## config.mk

```make
export PLATFORM = sky130hd
export DESIGN_NAME = memory_access_unit_flat
export DESIGN_NICKNAME = d
export VERILOG_FILES = /design/src/rtl/memory_access_unit_if.sv /design/src/rtl/memory_access_unit.sv /design/src/flat_wrapper.sv
export SDC_FILE = /design/constraint.sdc
export NUM_CORES = 1
export LEC_CHECK = 0
export CORE_AREA = 2 2 143 145
export CTS_CLUSTER_DIAMETER = 80
export CTS_CLUSTER_SIZE = 40
export DETAILED_ROUTE_END_ITERATION = 8
export DIE_AREA = 0 0 145 147
export PLACE_DENSITY = 0.8
export SYNTH_ARGS = -nofsm -noshare
export SYNTH_HDL_FRONTEND = slang
export SYNTH_SLANG_ARGS = --single-unit
```

## constraint.sdc

```tcl
create_clock -name i_aclk -period 3.1 [get_ports i_aclk]
set_input_delay 0.62 -clock i_aclk [delete_from_list [all_inputs] [get_ports i_aclk]]
set_output_delay 0.62 -clock i_aclk [all_outputs]
set_load 0.05 [all_outputs]
```

## src/rtl/memory_access_unit_if.sv

```systemverilog
// Data-memory request/acknowledge bus between the MA stage and data memory.
interface memory_access_unit_if #(
  parameter int DATA_SIZE = 32
);
  logic                 req;
  logic                 we;
  logic [DATA_SIZE-1:0] addr;
  logic [DATA_SIZE-1:0] wdata;
  logic [3:0]           be;
  logic                 ack;
  logic [DATA_SIZE-1:0] rdata;

  modport master (output req, we, addr, wdata, be, input ack, rdata);
  modport slave  (input req, we, addr, wdata, be, output ack, rdata);
endinterface

```

## src/rtl/memory_access_unit.sv

```systemverilog
// Memory-access pipeline stage: EX/MA register, data-memory bus master,
// store lane alignment, load extraction/extension, MA/WB register.
// Optional macro MA_ACK_TIMEOUT_EN: abort a BUSY access after ACK_TIMEOUT
// cycles without ack and raise o_bus_err.
module memory_access_unit #(
  parameter int DATA_SIZE   = 32,
  parameter int INST_SIZE   = 32,
  parameter int NUM_REGS    = 32,
  parameter int ACK_TIMEOUT = 255,
  localparam int RW         = $clog2(NUM_REGS)
) (
  input  logic                 i_aclk,
  input  logic                 i_reset,
  input  logic                 i_en,
  input  logic [DATA_SIZE-1:0] i_exe_calc,
  input  logic [DATA_SIZE-1:0] i_exe_wdata,
  input  logic [INST_SIZE-1:0] i_pcplus4,
  input  logic [RW-1:0]        i_rdest,
  input  logic                 i_cu_regwrite,
  input  logic                 i_cu_memwrite,
  input  logic                 i_cu_memaccess,
  input  logic [1:0]           i_cu_memtoreg,
  input  logic [2:0]           i_ldop,
  input  logic [1:0]           i_sop,
  output logic                 o_stall,
  output logic [DATA_SIZE-1:0] o_ma_op,
  output logic [RW-1:0]        o_ma_rdest,
  output logic                 o_ma_regwrite,
  memory_access_unit_if.master dmem,
  output logic [DATA_SIZE-1:0] o_wb_data,
  output logic [RW-1:0]        o_wb_rdest,
  output logic                 o_wb_regwrite,
  output logic                 o_misaligned,
  output logic                 o_bus_err
);

  typedef enum logic {IDLE, BUSY} state_e;

  typedef struct packed {
    logic [DATA_SIZE-1:0] calc;
    logic [DATA_SIZE-1:0] wdata;
    logic [INST_SIZE-1:0] pc4;
    logic [RW-1:0]        rdest;
    logic                 regwrite;
    logic                 memwrite;
    logic                 memaccess;
    logic [1:0]           memtoreg;
    logic [2:0]           ldop;
    logic [1:0]           sop;
  } stage_t;

  stage_t               st, st_d;
  state_e               state, state_nxt;
  logic                 adv, done, tmo, berr, mis, in_go;
  logic [3:0]           be_st;
  logic [7:0]           byte_sel;
  logic [15:0]          half_sel;
  logic [DATA_SIZE-1:0] ld_data, wd_rep, wb_sel;

  // Size code shared by loads (funct3[1:0]) and stores (sop): 00 byte, 01 half, 10 word.
  function automatic logic misal(logic [1:0] a, logic wr, logic [2:0] ld, logic [1:0] so);
    logic [1:0] sz;
    sz = wr ? so : ld[1:0];
    return (sz == 2'b01 && a[0]) || (sz == 2'b10 && a != 2'b00);
  endfunction

  // Incoming instruction will start a bus access once captured.
  assign in_go = i_en & i_cu_memaccess & ~misal(i_exe_calc[1:0], i_cu_memwrite, i_ldop, i_sop);
  // Captured instruction is a faulting access (controls already masked for bubbles).
  assign mis   = st.memaccess & misal(st.calc[1:0], st.memwrite, st.ldop, st.sop);
  assign adv   = ~o_stall;
  assign berr  = tmo & ~dmem.ack;

`ifdef MA_ACK_TIMEOUT_EN
  localparam int CW = $clog2(ACK_TIMEOUT + 1);
  logic [CW-1:0] tcnt;

  // Count BUSY cycles without ack; cleared on every advancing edge (entry to BUSY included).
  always_ff @(posedge i_aclk) begin
    if (i_reset)                        tcnt <= '0;
    else if (adv)                       tcnt <= '0;
    else if (state == BUSY && !dmem.ack) tcnt <= tcnt + 1'b1;
  end

  assign tmo = (state == BUSY) && (tcnt == CW'(ACK_TIMEOUT - 1));
`else
  logic unused_ack_timeout;
  assign unused_ack_timeout = |ACK_TIMEOUT;
  assign tmo = 1'b0;
`endif

  // Next stage contents; a bubble clears all control bits.
  always_comb begin
    st_d           = '0;
    st_d.calc      = i_exe_calc;
    st_d.wdata     = i_exe_wdata;
    st_d.pc4       = i_pcplus4;
    st_d.rdest     = i_rdest;
    st_d.memtoreg  = i_cu_memtoreg;
    st_d.ldop      = i_ldop;
    st_d.sop       = i_sop;
    st_d.regwrite  = i_en & i_cu_regwrite;
    st_d.memwrite  = i_en & i_cu_memwrite;
    st_d.memaccess = i_en & i_cu_memaccess;
  end

  // State register.
  always_ff @(posedge i_aclk) begin
    if (i_reset) state <= IDLE;
    else         state <= state_nxt;
  end

  // Next state and stall; the next state follows the instruction captured on an advancing edge.
  always_comb begin
    state_nxt = state;
    done      = 1'b0;
    o_stall   = 1'b0;
    case (state)
      IDLE: state_nxt = in_go ? BUSY : IDLE;
      BUSY: begin
        done    = dmem.ack | tmo;
        o_stall = ~done;
        if (done) state_nxt = in_go ? BUSY : IDLE;
      end
      default: state_nxt = IDLE;
    endcase
  end

  // EX/MA stage register, held while stalled so the bus stays stable.
  always_ff @(posedge i_aclk) begin
    if (i_reset)  st <= '0;
    else if (adv) st <= st_d;
  end

  // Store byte enables and lane-replicated store data.
  always_comb begin
    be_st  = 4'b1111;
    wd_rep = st.wdata;
    case (st.sop)
      2'b00: begin
        be_st  = 4'b0001 << st.calc[1:0];
        wd_rep = {(DATA_SIZE/8){st.wdata[7:0]}};
      end
      2'b01: begin
        be_st  = 4'b0011 << {st.calc[1], 1'b0};
        wd_rep = {(DATA_SIZE/16){st.wdata[15:0]}};
      end
      default: ;
    endcase
  end

  assign dmem.req   = (state == BUSY);
  assign dmem.we    = dmem.req & st.memwrite;
  assign dmem.be    = dmem.we ? be_st : 4'b0000;
  assign dmem.addr  = {st.calc[DATA_SIZE-1:2], 2'b00};
  assign dmem.wdata = wd_rep;

  // Load lane extraction and sign/zero extension.
  always_comb begin
    byte_sel = dmem.rdata[{st.calc[1:0], 3'b000} +: 8];
    half_sel = dmem.rdata[{st.calc[1], 4'b0000} +: 16];
    ld_data  = dmem.rdata;
    case (st.ldop)
      3'b000:  ld_data = {{(DATA_SIZE-8){byte_sel[7]}}, byte_sel};
      3'b001:  ld_data = {{(DATA_SIZE-16){half_sel[15]}}, half_sel};
      3'b100:  ld_data = {{(DATA_SIZE-8){1'b0}}, byte_sel};
      3'b101:  ld_data = {{(DATA_SIZE-16){1'b0}}, half_sel};
      default: ;
    endcase
  end

  // Write-back source select; 11 is illegal and yields zero.
  always_comb begin
    wb_sel = '0;
    case (st.memtoreg)
      2'b00:   wb_sel = st.calc;
      2'b01:   wb_sel = ld_data;
      2'b10:   wb_sel = DATA_SIZE'(st.pc4);
      default: ;
    endcase
  end

  // MA/WB register; stalled edges insert a bubble, faults suppress the write.
  always_ff @(posedge i_aclk) begin
    if (i_reset) begin
      o_wb_data     <= '0;
      o_wb_rdest    <= '0;
      o_wb_regwrite <= 1'b0;
      o_misaligned  <= 1'b0;
      o_bus_err     <= 1'b0;
    end else if (adv) begin
      o_wb_data     <= wb_sel;
      o_wb_rdest    <= st.rdest;
      o_wb_regwrite <= st.regwrite & ~mis & ~berr;
      o_misaligned  <= mis;
      o_bus_err     <= berr;
    end else begin
      o_wb_regwrite <= 1'b0;
      o_misaligned  <= 1'b0;
      o_bus_err     <= 1'b0;
    end
  end

  assign o_ma_op       = st.calc;
  assign o_ma_rdest    = st.rdest;
  assign o_ma_regwrite = st.regwrite;

endmodule

```

## src/flat_wrapper.sv

```systemverilog
// flat-port wrapper written by rule: the top's interface ports become plain ports
module memory_access_unit_flat 
#(
  parameter int DATA_SIZE   = 32,
  parameter int INST_SIZE   = 32,
  parameter int NUM_REGS    = 32,
  parameter int ACK_TIMEOUT = 255,
  localparam int RW         = $clog2(NUM_REGS)
)
  (i_aclk, i_reset, i_en, i_exe_calc, i_exe_wdata, i_pcplus4, i_rdest, i_cu_regwrite, i_cu_memwrite, i_cu_memaccess, i_cu_memtoreg, i_ldop, i_sop, o_stall, o_ma_op, o_ma_rdest, o_ma_regwrite, o_wb_data, o_wb_rdest, o_wb_regwrite, o_misaligned, o_bus_err, dmem_req, dmem_we, dmem_addr, dmem_wdata, dmem_be, dmem_ack, dmem_rdata);
  memory_access_unit_if #(.DATA_SIZE(DATA_SIZE)) dmem_i ();
  input  logic i_aclk;
  input  logic i_reset;
  input  logic i_en;
  input  logic [DATA_SIZE-1:0] i_exe_calc;
  input  logic [DATA_SIZE-1:0] i_exe_wdata;
  input  logic [INST_SIZE-1:0] i_pcplus4;
  input  logic [RW-1:0] i_rdest;
  input  logic i_cu_regwrite;
  input  logic i_cu_memwrite;
  input  logic i_cu_memaccess;
  input  logic [1:0] i_cu_memtoreg;
  input  logic [2:0] i_ldop;
  input  logic [1:0] i_sop;
  output logic o_stall;
  output logic [DATA_SIZE-1:0] o_ma_op;
  output logic [RW-1:0] o_ma_rdest;
  output logic o_ma_regwrite;
  output logic [DATA_SIZE-1:0] o_wb_data;
  output logic [RW-1:0] o_wb_rdest;
  output logic o_wb_regwrite;
  output logic o_misaligned;
  output logic o_bus_err;
  output wire logic [$bits(dmem_i.req)-1:0] dmem_req;
  output wire logic [$bits(dmem_i.we)-1:0] dmem_we;
  output wire logic [$bits(dmem_i.addr)-1:0] dmem_addr;
  output wire logic [$bits(dmem_i.wdata)-1:0] dmem_wdata;
  output wire logic [$bits(dmem_i.be)-1:0] dmem_be;
  input wire logic [$bits(dmem_i.ack)-1:0] dmem_ack;
  input wire logic [$bits(dmem_i.rdata)-1:0] dmem_rdata;
  assign dmem_req = dmem_i.req;
  assign dmem_we = dmem_i.we;
  assign dmem_addr = dmem_i.addr;
  assign dmem_wdata = dmem_i.wdata;
  assign dmem_be = dmem_i.be;
  assign dmem_i.ack = dmem_ack;
  assign dmem_i.rdata = dmem_rdata;
  memory_access_unit #(.DATA_SIZE(DATA_SIZE), .INST_SIZE(INST_SIZE), .NUM_REGS(NUM_REGS), .ACK_TIMEOUT(ACK_TIMEOUT)) u_core (.i_aclk(i_aclk), .i_reset(i_reset), .i_en(i_en), .i_exe_calc(i_exe_calc), .i_exe_wdata(i_exe_wdata), .i_pcplus4(i_pcplus4), .i_rdest(i_rdest), .i_cu_regwrite(i_cu_regwrite), .i_cu_memwrite(i_cu_memwrite), .i_cu_memaccess(i_cu_memaccess), .i_cu_memtoreg(i_cu_memtoreg), .i_ldop(i_ldop), .i_sop(i_sop), .o_stall(o_stall), .o_ma_op(o_ma_op), .o_ma_rdest(o_ma_rdest), .o_ma_regwrite(o_ma_regwrite), .dmem(dmem_i), .o_wb_data(o_wb_data), .o_wb_rdest(o_wb_rdest), .o_wb_regwrite(o_wb_regwrite), .o_misaligned(o_misaligned), .o_bus_err(o_bus_err));
endmodule
```

After elaboration in Yosys (flattened, before gate mapping)
Index checks and enable logic that the tools add are counted.

Word-level logic and storage cells: 63. Register bits after elaboration: 151. Bits of input ports: 147.

Reductions and logical operators: 12. Muxes and demuxes: 11. Shifts and indexed selects: 4. Equality and inequality tests: 10. Bitwise gates (word level): 11.

Operator list (number): $pmux W32 S4 (1); $pmux W32 S3 (1); $pmux W32 S2 (1); $shiftx A32 B6 Y16 (1); $shiftx A32 B6 Y8 (1); $eq A2 B1 Y1 const B (4); $pmux W4 S2 (1); $and A1 B1 Y1 (7); $eq A2 B2 Y1 const B (3); $eq A3 B3 Y1 const B (2); $logic_and A1 B1 Y1 (4); $logic_not A2 Y1 (2); $mux W2 (2); $mux W4 (1); $not A1 Y1 (4); $reduce_bool A2 Y1 (2); $shl A1 B2 Y4 const A (1); $shl A2 B2 Y4 const A (1); $eq A3 B1 Y1 const B (1); $logic_not A3 Y1 (1); $mux W1 (3); $logic_or A1 B1 Y1 (2); $pmux W1 S2 (1); $reduce_or A2 Y1 (1).

Longest topological paths before layout
Gate-level depths: netlist of run 1.

Depth after elaboration: 9. Gate-level depth with buffers: 7.

Worst setup path before layout of run 1
No wires, ideal clock.

Path kind: register -> output. From: register u_core.st[0] (netlist bit). To: output port dmem_wdata[24]. Stages on the path, launching flop included: 4. Data required time: 2.480 ns. Arrival time: 1.991 ns. Path slack: 0.489 ns. Cells stage by stage: dfxtp_1 > buf_1 > mux2i_1 > o21ai_0.

Word-level cells in the longest chain between the ends: 2.

Ends and longest elaborated chain: start, declared (line memory_access_unit.sv:52) `stage_t st, st_d;`; start signal, assigned (line memory_access_unit.sv:132) `else if (adv) st <= st_d;`; $eq A2 B1 Y1 or $logic_not A2 Y1 (tied branches) (line memory_access_unit.sv:139) `case (st.sop)`; $pmux W32 S2 * (line memory_access_unit.sv:139); end, declared (line flat_wrapper.sv:37) `output wire logic [$bits(dmem_i.wdata)-1:0] dmem_wdata;`.

Mark *: on every way between the ends. The rest lies on a longest branch, timed or not.

Worst setup path in the final report of run 1
From: register u_core.st[0] (netlist bit). To: output port dmem_wdata[31].

Same word-level chain as after synthesis.

==> impl_metrics.env, run 1 <==
export IMPL_status="complete, no violations"
export IMPL_crit_path_top_delay_cell="clkdlybuf4s50_1"
export IMPL_grt_pass1_vias=7123
export IMPL_cp_buffers_inverters=1
export IMPL_grt_pass1_wl_um=38300
export IMPL_synth_top_area_share_pct=41.0
export IMPL_core_area_mm2=0.0198
export IMPL_ios=296
export IMPL_die_w_um=145
export IMPL_clk_pin_slew_worst_paths_ps=60
export IMPL_hold_buffers=0
export IMPL_port_buffers=292
export IMPL_die_y_um=147
export IMPL_grt_max_degree=82
export IMPL_drt_iter0_markers=588
export IMPL_drive_above_1_share_pct=7.28
export IMPL_diodes=0
export IMPL_max_cap_violations=0
export IMPL_power_leakage_uw=0.00411
export IMPL_fin_tns_setup_ps=0
export IMPL_max_freq_ghz=0.328
export IMPL_drv_slew=0
export IMPL_max_clock_path_buffers=2
export IMPL_drc_errors=0
export IMPL_grtUsageTotal_pct=22.5
export IMPL_power_density_mw_per_mm2=545
export IMPL_min_path_type="reg2reg"
export IMPL_detail_route_antenna_nets=0
export IMPL_syn_cell_area_mm2=0.00737
export IMPL_dieArea_mm2=0.0213
export IMPL_start_util_pct=37.2
export IMPL_clock_sinks=151
export IMPL_antenna_found_initial=0
export IMPL_startpoint_type="flip-flop"
export IMPL_cts_repair_resize_count=0
export IMPL_gp_congestion=0.897
export IMPL_firstDrtPassIters=5
export IMPL_ir_drop_mv=0.357
export IMPL_cts_root_buf="clkbuf_16"
export IMPL_fin_crit_ps=3040
export IMPL_drt_wl_total_um=24900
export IMPL_cts_setup_buffers=0
export IMPL_ys_ff_latch=151
export IMPL_yosysUniqueCellTypes=41
export IMPL_path_max_fanout=14
export IMPL_slowest_delay_ps=870
export IMPL_critPathArrivalTime_ps=2420
export IMPL_hpwlAfterDp_um=18000
export IMPL_worst_slack_ps=55.7
export IMPL_ys_top_cells_by_area="dfxtp_1 41%, nand2_1 14%, a21oi_1 8.3%, buf_4 7.9%, mux2i_1 6.7%"
export IMPL_wire_per_inst_um=17.8
export IMPL_cts_max_level=4
export IMPL_path_cells="mux2i_1, o21ai_0, clkdlybuf4s50_1"
export IMPL_syn_mean_instance_area_um2=7.91
export IMPL_grt_setup_unrepaired="false"
export IMPL_ys_seq_area_share_pct=41.0
export IMPL_layout_nets=1260
export IMPL_endpoint_kind="output pin"
export IMPL_dp_slack_ps=524
export IMPL_num_rows=52
export IMPL_cp_top_family="buffers and inverters"
export IMPL_area_delta_synth_final_pct=43.0
export IMPL_synth_warnings=0
export IMPL_worstSkewPairLatency_ps=420
export IMPL_grt_overflow_total=0
export IMPL_yosys_area_top_type="dfxtp_1"
export IMPL_crit_type="reg2out"
export IMPL_routed_via_count=7273
export IMPL_numCtsBuffers=17
export IMPL_maxSlewHeadroom_pct=44.1
export IMPL_nFillCells=1824
export IMPL_viasPerCell=5.21
export IMPL_cts_tree="done"
export IMPL_final_hold_viol_count=0
export IMPL_synthCells=932
export IMPL_worstMarginPinSlew_ps=839
export IMPL_cp_required_ps=2480
export IMPL_post_route_period_util_pct=98.2
export IMPL_skew_ps=10.4
export IMPL_setup_viol=0
## cell usage in the layout, fill, tap and decap left out, types with 2 or more instances in the layout
master,n
a211oi_1,2
a21o_1,2
a21oi_1,122
a221o_1,7
a221oi_1,35
a2bb2oi_1,8
a41o_1,5
and3_1,2
buf_12,2
buf_4,26
bufinv_16,4
clkbuf_16,17
clkbuf_8,2
clkdlybuf4s50_1,280
clkinv_2,4
clkinv_4,2
conb_1,3
dfxtp_1,150
inv_1,3
mux2_2,17
mux2i_1,49
nand2_1,273
nand2b_1,11
nand3_1,3
nor2_1,31
nor2b_1,2
nor3_1,5
o211ai_1,3
o21a_1,3
o21ai_0,15
o22ai_1,13
o2bb2ai_1,6
## registers in the layout (all words and copies together), names as in the netlist
signal,count
u_core.o_wb_rdest,5
u_core.o_ma_rdest,5
u_core.o_ma_op,32
u_core.o_ma_regwrite,1
u_core.o_wb_data,32
u_core.dmem.req,1
u_core.o_misaligned,1
u_core.st,73
u_core.o_wb_regwrite,1
## routing by layer
layer,up-vias,share of wire (%),GRT usage (%)
met5,-,0,0
li1,3493,-,-
met2,285,47,37.0
met1,3440,43,28.0
met3,55,6.3,6.12
met4,0,3.4,9.50
## path summary, 6_finish.rpt
check / start / slack (ps) / depth (start not counted) / end
hold reg to reg: u_core.st[78] / 450 / 2 / u_core.st[78]
setup reg to reg: u_core.o_ma_op[1] / 760 / 5 / u_core.o_wb_data[14]
setup / recovery: u_core.st[0] / 60 / 3 / dmem_wdata[31]
hold / removal: u_core.st[78] / 450 / 2 / u_core.st[78]
## report_power, final
group	internal, uW	total (uW)	switching [uW]
Combinational	540	1350	807
Clock	1390	2220	828
Sequential	2070	2180	114
## cell usage after synthesis
master / count
xor2_1: 1
a2111oi_0: 1
nor2_1: 31
nor3_1: 5
o2bb2ai_1: 6
mux2_2: 17
buf_2: 7
and3b_1: 1
nand3b_1: 1
nand3_1: 3
o211ai_1: 3
nand2_1: 273
or3_1: 1
conb_1: 1
nor3_2: 1
xnor2_1: 1
nand2b_1: 12
a41o_1: 5
a21o_1: 2
dfxtp_1: 151
and3_1: 2
o31a_1: 1
a2bb2oi_1: 8
inv_1: 4
o41a_1: 1
nor3b_2: 1
mux2i_1: 49
nor2b_1: 2
mux2_4: 1
buf_1: 10
o21a_1: 3
nor4_1: 1
o21ai_0: 15
o22ai_1: 13
a21oi_1: 122
o21bai_1: 1
a211oi_1: 2
a221o_1: 7
clkbuf_1: 53
buf_4: 78
a221oi_1: 35
## area by class of cell
cell class | count | area, um^2 | area share, %
Multi-Input combinational cell | 631 | 3490 | 33.1
Timing Repair Buffer | 308 | 3040 | 28.8
Sequential cell | 151 | 3020 | 28.7
Clock buffer | 20 | 457 | 4.33
Tap cell | 270 | 338 | 3.20
Clock inverter | 12 | 174 | 1.65
Inverter | 4 | 17.5 | 0.166
## metrics by stage
step	instances	total power, uW	util [%]	cell area [um^2]	hold slack, ps
after floorplan	934	3090	-	7380	428
after global placement	1364	3550	49.9	9910	437
after detailed placement	1364	3560	49.9	9910	444
after CTS	1396	5780	53.1	10500	452
after global routing	1396	5950	53.1	10500	464
final	1396	5750	53.1	10500	451
## logic make-up (layout without fill, tap and decap cells)
logic type | count (synthesis) | in the layout | share of synthesized area, %
AND/OR/NAND/NOR | 334 | 334 | 18.1
flip-flops | 151 | 151 | 41.0
AO/OA/AOI/OAI | 225 | 225 | 19.4
buffers and inverters | 152 | 344 | 11.8
XOR/XNOR | 2 | 2 | 0.238
multiplexers | 67 | 67 | 9.45
other | 1 | 3 | 0.0509
## worst register-to-register path: cells and delay by family, from the launching register on
| kind | cells | cell delay, ps |
|---|---|---|
| simple gates | 1 | 200 |
| compound gates | 2 | 840 |
| flops | 1 | 410 |
| mux | 1 | 390 |
| buf+inv | 1 | 390 |
(Power assumes the default switching activity.)
==> inputs of run 2 (changes only) <==
--- a/config.mk
+++ b/config.mk
@@ -5,6 +5,7 @@
 export SDC_FILE = /design/constraint.sdc
 export NUM_CORES = 1
 export LEC_CHECK = 0
+export ABC_CLOCK_PERIOD_IN_PS = 3100
 export CORE_AREA = 2 2 143 145
 export CTS_CLUSTER_DIAMETER = 80
 export CTS_CLUSTER_SIZE = 40
==> results of run 2 <==
The final DEF is identical to that of run 1; final timing and power are the same.
